### src/rtl/div_pkg.sv
// Shared types and defaults for the iterative radix-2 divider.
package div_pkg;

    localparam int unsigned DEFAULT_DIV_WIDTH = 16;

    typedef enum logic [1:0] {
        IDLE,
        CALC,
        FIXUP,
        DONE
    } div_state_e;

endpackage

### src/rtl/div_step.sv
// One restoring-division iteration: shift in the next dividend bit, trial subtract, pick quotient bit.
module div_step
    import div_pkg::*;
#(
    parameter int unsigned WIDTH = DEFAULT_DIV_WIDTH
) (
    input  logic [WIDTH:0] rem_i,
    input  logic           dvd_msb_i,
    input  logic [WIDTH:0] dvs_i,
    output logic [WIDTH:0] rem_o,
    output logic           q_bit_o
);

    logic [WIDTH+1:0] shifted;
    logic [WIDTH+1:0] diff;

    // The extra top bit of diff acts as the borrow of the trial subtraction.
    always_comb begin
        shifted = {rem_i, dvd_msb_i};
        diff    = shifted - {1'b0, dvs_i};
        q_bit_o = ~diff[WIDTH+1];
        rem_o   = q_bit_o ? diff[WIDTH:0] : shifted[WIDTH:0];
    end

endmodule

### src/rtl/iterative_divider.sv
// Multi-cycle restoring divider with valid/ready handshakes on both sides.
// Define DIVIDER_SIGNED_EN for two's-complement operands; otherwise operands are unsigned.
module iterative_divider
    import div_pkg::*;
#(
    parameter int unsigned WIDTH = DEFAULT_DIV_WIDTH
) (
    input  logic             clk,
    input  logic             rst,
    input  logic             in_valid,
    output logic             in_ready,
    input  logic [WIDTH-1:0] dividend,
    input  logic [WIDTH-1:0] divisor,
    output logic             out_valid,
    input  logic             out_ready,
    output logic [WIDTH-1:0] quotient,
    output logic [WIDTH-1:0] remainder,
    output logic             div_by_zero
);

    localparam int unsigned CW = $clog2(WIDTH + 1);

    div_state_e       state_q, state_d;
    logic [CW-1:0]    cnt_q, cnt_d;
    logic [WIDTH:0]   rem_q, rem_d;
    logic [WIDTH:0]   dvs_q, dvs_d;
    logic [WIDTH-1:0] quo_q, quo_d;
    logic             zero_q, zero_d;
    logic             in_ready_q, in_ready_d;
    logic             out_valid_q, out_valid_d;
    logic [WIDTH-1:0] quotient_q, quotient_d;
    logic [WIDTH-1:0] remainder_q, remainder_d;
    logic             dbz_q, dbz_d;
`ifdef DIVIDER_SIGNED_EN
    logic             qneg_q, qneg_d;
    logic             rneg_q, rneg_d;
`endif

    logic             dvd_neg, dvs_neg;
    logic [WIDTH:0]   dvd_ext, dvs_ext, dvd_mag, dvs_mag;
    logic [WIDTH:0]   step_rem;
    logic             step_bit;
    logic [WIDTH-1:0] fix_quo, fix_rem;

    div_step #(.WIDTH(WIDTH)) u_step (
        .rem_i     (rem_q),
        .dvd_msb_i (quo_q[WIDTH-1]),
        .dvs_i     (dvs_q),
        .rem_o     (step_rem),
        .q_bit_o   (step_bit)
    );

    // Operand magnitudes carry one extra bit so the most-negative value negates cleanly.
    always_comb begin
`ifdef DIVIDER_SIGNED_EN
        dvd_neg = dividend[WIDTH-1];
        dvs_neg = divisor[WIDTH-1];
`else
        dvd_neg = 1'b0;
        dvs_neg = 1'b0;
`endif
        dvd_ext = {dvd_neg, dividend};
        dvs_ext = {dvs_neg, divisor};
        dvd_mag = dvd_neg ? -dvd_ext : dvd_ext;
        dvs_mag = dvs_neg ? -dvs_ext : dvs_ext;
    end

    // Result selection; on a zero divisor quo_q still holds the dividend magnitude.
    always_comb begin
        fix_quo = zero_q ? '1 : quo_q;
        fix_rem = zero_q ? quo_q : rem_q[WIDTH-1:0];
`ifdef DIVIDER_SIGNED_EN
        if (qneg_q && !zero_q) fix_quo = -quo_q;
        if (rneg_q)            fix_rem = -fix_rem;
`endif
    end

    always_comb begin
        state_d     = state_q;
        cnt_d       = cnt_q;
        rem_d       = rem_q;
        dvs_d       = dvs_q;
        quo_d       = quo_q;
        zero_d      = zero_q;
        in_ready_d  = in_ready_q;
        out_valid_d = out_valid_q;
        quotient_d  = quotient_q;
        remainder_d = remainder_q;
        dbz_d       = dbz_q;
`ifdef DIVIDER_SIGNED_EN
        qneg_d      = qneg_q;
        rneg_d      = rneg_q;
`endif
        unique case (state_q)
            IDLE: begin
                if (in_valid && in_ready_q) begin
                    {rem_d, quo_d} = {WIDTH'(0), dvd_mag};
                    dvs_d          = dvs_mag;
                    zero_d         = (divisor == '0);
                    cnt_d          = '0;
                    in_ready_d     = 1'b0;
`ifdef DIVIDER_SIGNED_EN
                    qneg_d         = dvd_neg ^ dvs_neg;
                    rneg_d         = dvd_neg;
`endif
                    state_d        = (divisor == '0) ? FIXUP : CALC;
                end
            end
            CALC: begin
                rem_d = step_rem;
                quo_d = {quo_q[WIDTH-2:0], step_bit};
                if (cnt_q == CW'(WIDTH - 1)) begin
                    cnt_d   = '0;
                    state_d = FIXUP;
                end else begin
                    cnt_d = cnt_q + CW'(1);
                end
            end
            FIXUP: begin
                quotient_d  = fix_quo;
                remainder_d = fix_rem;
                dbz_d       = zero_q;
                out_valid_d = 1'b1;
                state_d     = DONE;
            end
            DONE: begin
                if (out_ready) begin
                    out_valid_d = 1'b0;
                    in_ready_d  = 1'b1;
                    state_d     = IDLE;
                end
            end
            default: state_d = IDLE;
        endcase
    end

    always_ff @(posedge clk or posedge rst) begin
        if (rst) begin
            state_q     <= IDLE;
            cnt_q       <= '0;
            rem_q       <= '0;
            dvs_q       <= '0;
            quo_q       <= '0;
            zero_q      <= 1'b0;
            in_ready_q  <= 1'b1;
            out_valid_q <= 1'b0;
            quotient_q  <= '0;
            remainder_q <= '0;
            dbz_q       <= 1'b0;
`ifdef DIVIDER_SIGNED_EN
            qneg_q      <= 1'b0;
            rneg_q      <= 1'b0;
`endif
        end else begin
            state_q     <= state_d;
            cnt_q       <= cnt_d;
            rem_q       <= rem_d;
            dvs_q       <= dvs_d;
            quo_q       <= quo_d;
            zero_q      <= zero_d;
            in_ready_q  <= in_ready_d;
            out_valid_q <= out_valid_d;
            quotient_q  <= quotient_d;
            remainder_q <= remainder_d;
            dbz_q       <= dbz_d;
`ifdef DIVIDER_SIGNED_EN
            qneg_q      <= qneg_d;
            rneg_q      <= rneg_d;
`endif
        end
    end

    assign in_ready    = in_ready_q;
    assign out_valid   = out_valid_q;
    assign quotient    = quotient_q;
    assign remainder   = remainder_q;
    assign div_by_zero = dbz_q;

endmodule

### config.mk
export PLATFORM = sky130hd
export DESIGN_NAME = iterative_divider
export DESIGN_NICKNAME = d
export VERILOG_FILES = /design/src/rtl/div_pkg.sv /design/src/rtl/div_step.sv /design/src/rtl/iterative_divider.sv
export SDC_FILE = /design/constraint.sdc
export NUM_CORES = 1
export LEC_CHECK = 0
export ABC_AREA = 0
export BUFFER_PORTS_ARGS = -buffer_cell sky130_fd_sc_hd__buf_4
export CAP_MARGIN = 20
export CORE_MARGIN = 2
export CORE_UTILIZATION = 33
export CTS_CLUSTER_SIZE = 8
export DETAILED_ROUTE_END_ITERATION = 10
export PLACE_DENSITY = 0.5
export SETUP_SLACK_MARGIN = 0.4
export SYNTH_ARGS = -nofsm -noshare
export SYNTH_HDL_FRONTEND = slang
export SYNTH_HIERARCHICAL = 1
export SYNTH_SLANG_ARGS = --single-unit
### constraint.sdc
create_clock -name clk -period 7.3 [get_ports clk]
set_input_delay 0.365 -clock clk [delete_from_list [all_inputs] [get_ports clk]]
set_output_delay 0.365 -clock clk [all_outputs]
set_load 0.01 [all_outputs]
==> impl_results.md <==
* Status: finished clean
* Critical path cell sequence: ha_1 > a21oi_4 > o21ai_1 > nor3_1 > a21oi_1 > nand3_2 > inv_4 > mux2_2 > a22o_1
* Max incr delay on CP at 0.51 ns
* Simple-gate share of the synthesized area at 11.1%
* Flop pwr share at 27.9%
* DP Wirelength at 9330 um
* Internal Power at 1.96 mW
* Synth Area in XOR/XNOR at 1.84%
* Crit Path Class: register to register
* Slew HR at 36.3%
* M1 WL at 6680 um
* First-pass GRT wire length at 21000 um
* Data required, critical path at 7.54 ns
* Comb pwr share at 57.6%
* Syn Nets at 580
* Starting Density at 34.1%
* Commonest non-fill, non-tap cells in the layout: 91 x dfrtp_1, 75 x buf_4, 62 x nor2_1, 50 x a21oi_1, 34 x mux2i_1
* Met3 routed WL at 521 um
* Mux cell area share after synthesis at 14.1%
* Hold WC Path Type: input port to register
* RSZ-0062 raised after global routing: false
* Cells after synthesis at 521
* Crit path buffers/inverters at 1
* Final setup vio count at 0
* Top FF cell, synth: dfrtp_1
* DR iter-0 viols at 205
* Synth Cell Area at 0.00523 mm^2
* WL per Instance at 16.2 um
* EDFF count, synth at 0
* Post-synth ARST share at 100%
* Die height at 130 um
* Die Width at 130 um
* Inst Count DP at 780
* Setup tns final at 0 ns
* TritonCTS clock tree: done
* Final worst path period need at 2.75 ns
* Post-synthesis adder-cell area fraction at 5.65%
* Final Skew at 0.00791 ns
* Sw Ratio at 42.7%
* Synth-to-layout area growth at 18.5%
* Switching pwr at 1.46 mW
* Max Used Layer: met4
* CTS clk-pin slew, worst paths at 0.07 ns
* Compound-Gate Fraction of Synth Area at 17.3%
* Sink Count at 92
* Slowest CP cell: ha_1
* Clock root cell: clkbuf_16
* Count of cell types in the netlist at 66
* Boundary pin count at 71
* RePlAce Congestion at 0.797
* Routed wl met2 at 5520 um
* Number of H-tree levels at 3
* Core outline area at 0.0153 mm^2
* Pin count of the biggest net entering global routing at 74
* Syn. warnings at 6
* CP Capture Type: register
* PwrDens at 553 mW/mm^2
* Rows at 45
* Seq/Total Area, Yosys at 44.1%
* Crit path launch type: register
* Nets at 640
* Max Clk Rate at 364 MHz
* Non-Filler Instances at 797
* Most common cell after layout, fill and taps aside: dfrtp_1
* Total Die Area at 0.0169 mm^2
* Final Slew Violations at 0
* Postcts setup bufs at 0
* # DRC at 0
* Antenna cells at 0
* Worst VDD drop at 0.155 mV
* Routed wire length at 12900 um
* Clock buffers created by TritonCTS at 9
* Share of layout cells above drive strength 1 at 23.7%
* Total grt overflow at 0
* Longest Clk Path Bufs at 2
* Final Cycle Share at 37.6%
* Max Cap Viol at 0
* Leakage power at 2.83 nW
* Average size of a mapped cell at 10.0 um^2
* Largest delay share family, worst path: compound AO/OA/AOI/OAI gates
* Initial antenna violation count at 0
* Largest family of logic cells by synthesized area: compound AO/OA/AOI/OAI gates
* Clock power frac at 14.5%
* Vias at 3922
* IO buf count at 70
* Worst skew pair latency at 0.35 ns
* Final hold violations at 0
* Synth Register Bits at 92
* First-pass DRT Iterations at 4
* Tot GR Track Use at 16.2%
* Via/cell ratio at 4.92
* CP arrival at 2.98 ns
* Crit-path max FO at 16
* Vias in the first global route at 3918
* Worst slew pin tran at 0.956 ns
* Remaining antenna violation count at 0
==> timing repair <==
item / in CTS / in global routing
hold buffers: 1 / 0
gates resized for setup: 0 / 0
hold endpoints to repair: 10 / 0
==> path summary, 6_finish.rpt <==
| kind | start | to | slack [ns] | cells past startpoint |
|---|---|---|---|---|
| max | rem_q[13] | rem_q[6] | 4.55 | 9 |
| max in group asynchronous | rst | dvs_q[2] | 5.46 | 4 |
| min in group asynchronous | rst | quotient[12] | 0.55 | 3 |
| min | divisor[6] | dvs_q[6] | 0.26 | 2 |
| max reg2reg | rem_q[13] | rem_q[6] | 4.55 | 9 |
| min reg2reg | dvs_q[14] | dvs_q[14] | 0.50 | 1 |
==> worst reg2reg max path, cell delays in order (launching register included) <==
cell and delay, ns:
dfrtp_1 0.45, ha_1 0.51, a21oi_4 0.12, o21ai_1 0.28
nor3_1 0.09, a21oi_1 0.18, nand3_2 0.18, inv_4 0.26
mux2_2 0.38, a22o_1 0.19
==> stage by stage <==
step | setup WS [ns] | hold WS (ns) | power, mW | area, um^2 | utilization, %
final | 4.55 | 0.257 | 3.42 | 6190 | 40.4
after global routing | 4.34 | 0.254 | 3.73 | 6190 | 40.4
after CTS | 4.55 | 0.244 | 3.45 | 6190 | 40.4
after detailed placement | 4.57 | 0.372 | 2.94 | 5870 | 38.3
after global placement | 4.60 | 0.368 | 2.93 | 5870 | 38.3
after floorplan | 4.54 | 0.474 | 2.46 | 5230 | -
==> cell usage after synthesis (all sizes together), types with 3 or more instances <==
cell    count  area share (%)
dfrtp      91              44
nor2       64             4.7
a21oi      52             5.3
mux2i      34             6.5
nand2      33             2.4
mux2       32             7.6
o21ai      32             3.1
inv        31             2.3
buf        24             3.4
ha         22             5.3
a22o       18             3.0
nand3      10             1.1
nor3        7            0.67
xor2        6             1.0
a21o        5            0.74
xnor2       5            0.84
a211oi      4            0.67
a21boi      4            0.79
nor4        4            0.48
o211ai      4            0.67
clkbuf      3            0.22
nand2b      3            0.36
o21a        3            0.43
==> cells by family (layout without fill, tap and decap cells) <==
family / after synthesis / after routing
AO/OA/AOI/OAI: 138 / 138
XOR/XNOR: 11 / 11
adder cells (fa/ha/maj): 23 / 23
buffers and inverters: 58 / 123
flip-flops: 92 / 92
multiplexers: 66 / 66
other: 1 / 1
AND/OR/NAND/NOR: 132 / 132
==> sequential cells by signal, summed over array words and instances (netlist names) <==
register	count
zero_q	1
out_valid	1
quotient	16
dvs_q	16
div_by_zero	1
remainder	16
rem_q	17
cnt_q	5
state_q	2
quo_q	16
in_ready	1
==> power by group through the flow <==
| stage | combinational [mW] | clock (mW) | sequential [mW] |
|---|---|---|---|
| after detailed placement | 1.97 | 0 | 0.968 |
| after floorplan | 1.52 | 0 | 0.939 |
| after global routing | 2.20 | 0.528 | 0.994 |
| final | 1.97 | 0.495 | 0.956 |
| after global placement | 1.97 | 0 | 0.960 |
| after CTS | 1.98 | 0.509 | 0.960 |
==> cell type report <==
| class | instances | area, um^2 |
|---|---|---|
| clock buffers | 11 | 253 |
| clock inverters | 5 | 60.1 |
| fillers | 1544 | 9120 |
| inverters | 31 | 120 |
| multi-input cells | 371 | 2620 |
| flip-flops and latches | 92 | 2300 |
| well taps | 211 | 264 |
| repair buffers | 76 | 573 |
==> metal layers <==
metal / GRT usage, % / up-vias
li1: - / 1964
met1: 24.0 / 1869
met2: 23.8 / 77
met3: 2.38 / 12
met4: 5.95 / 0
met5: 0 / -
(Power assumes the default switching activity.)
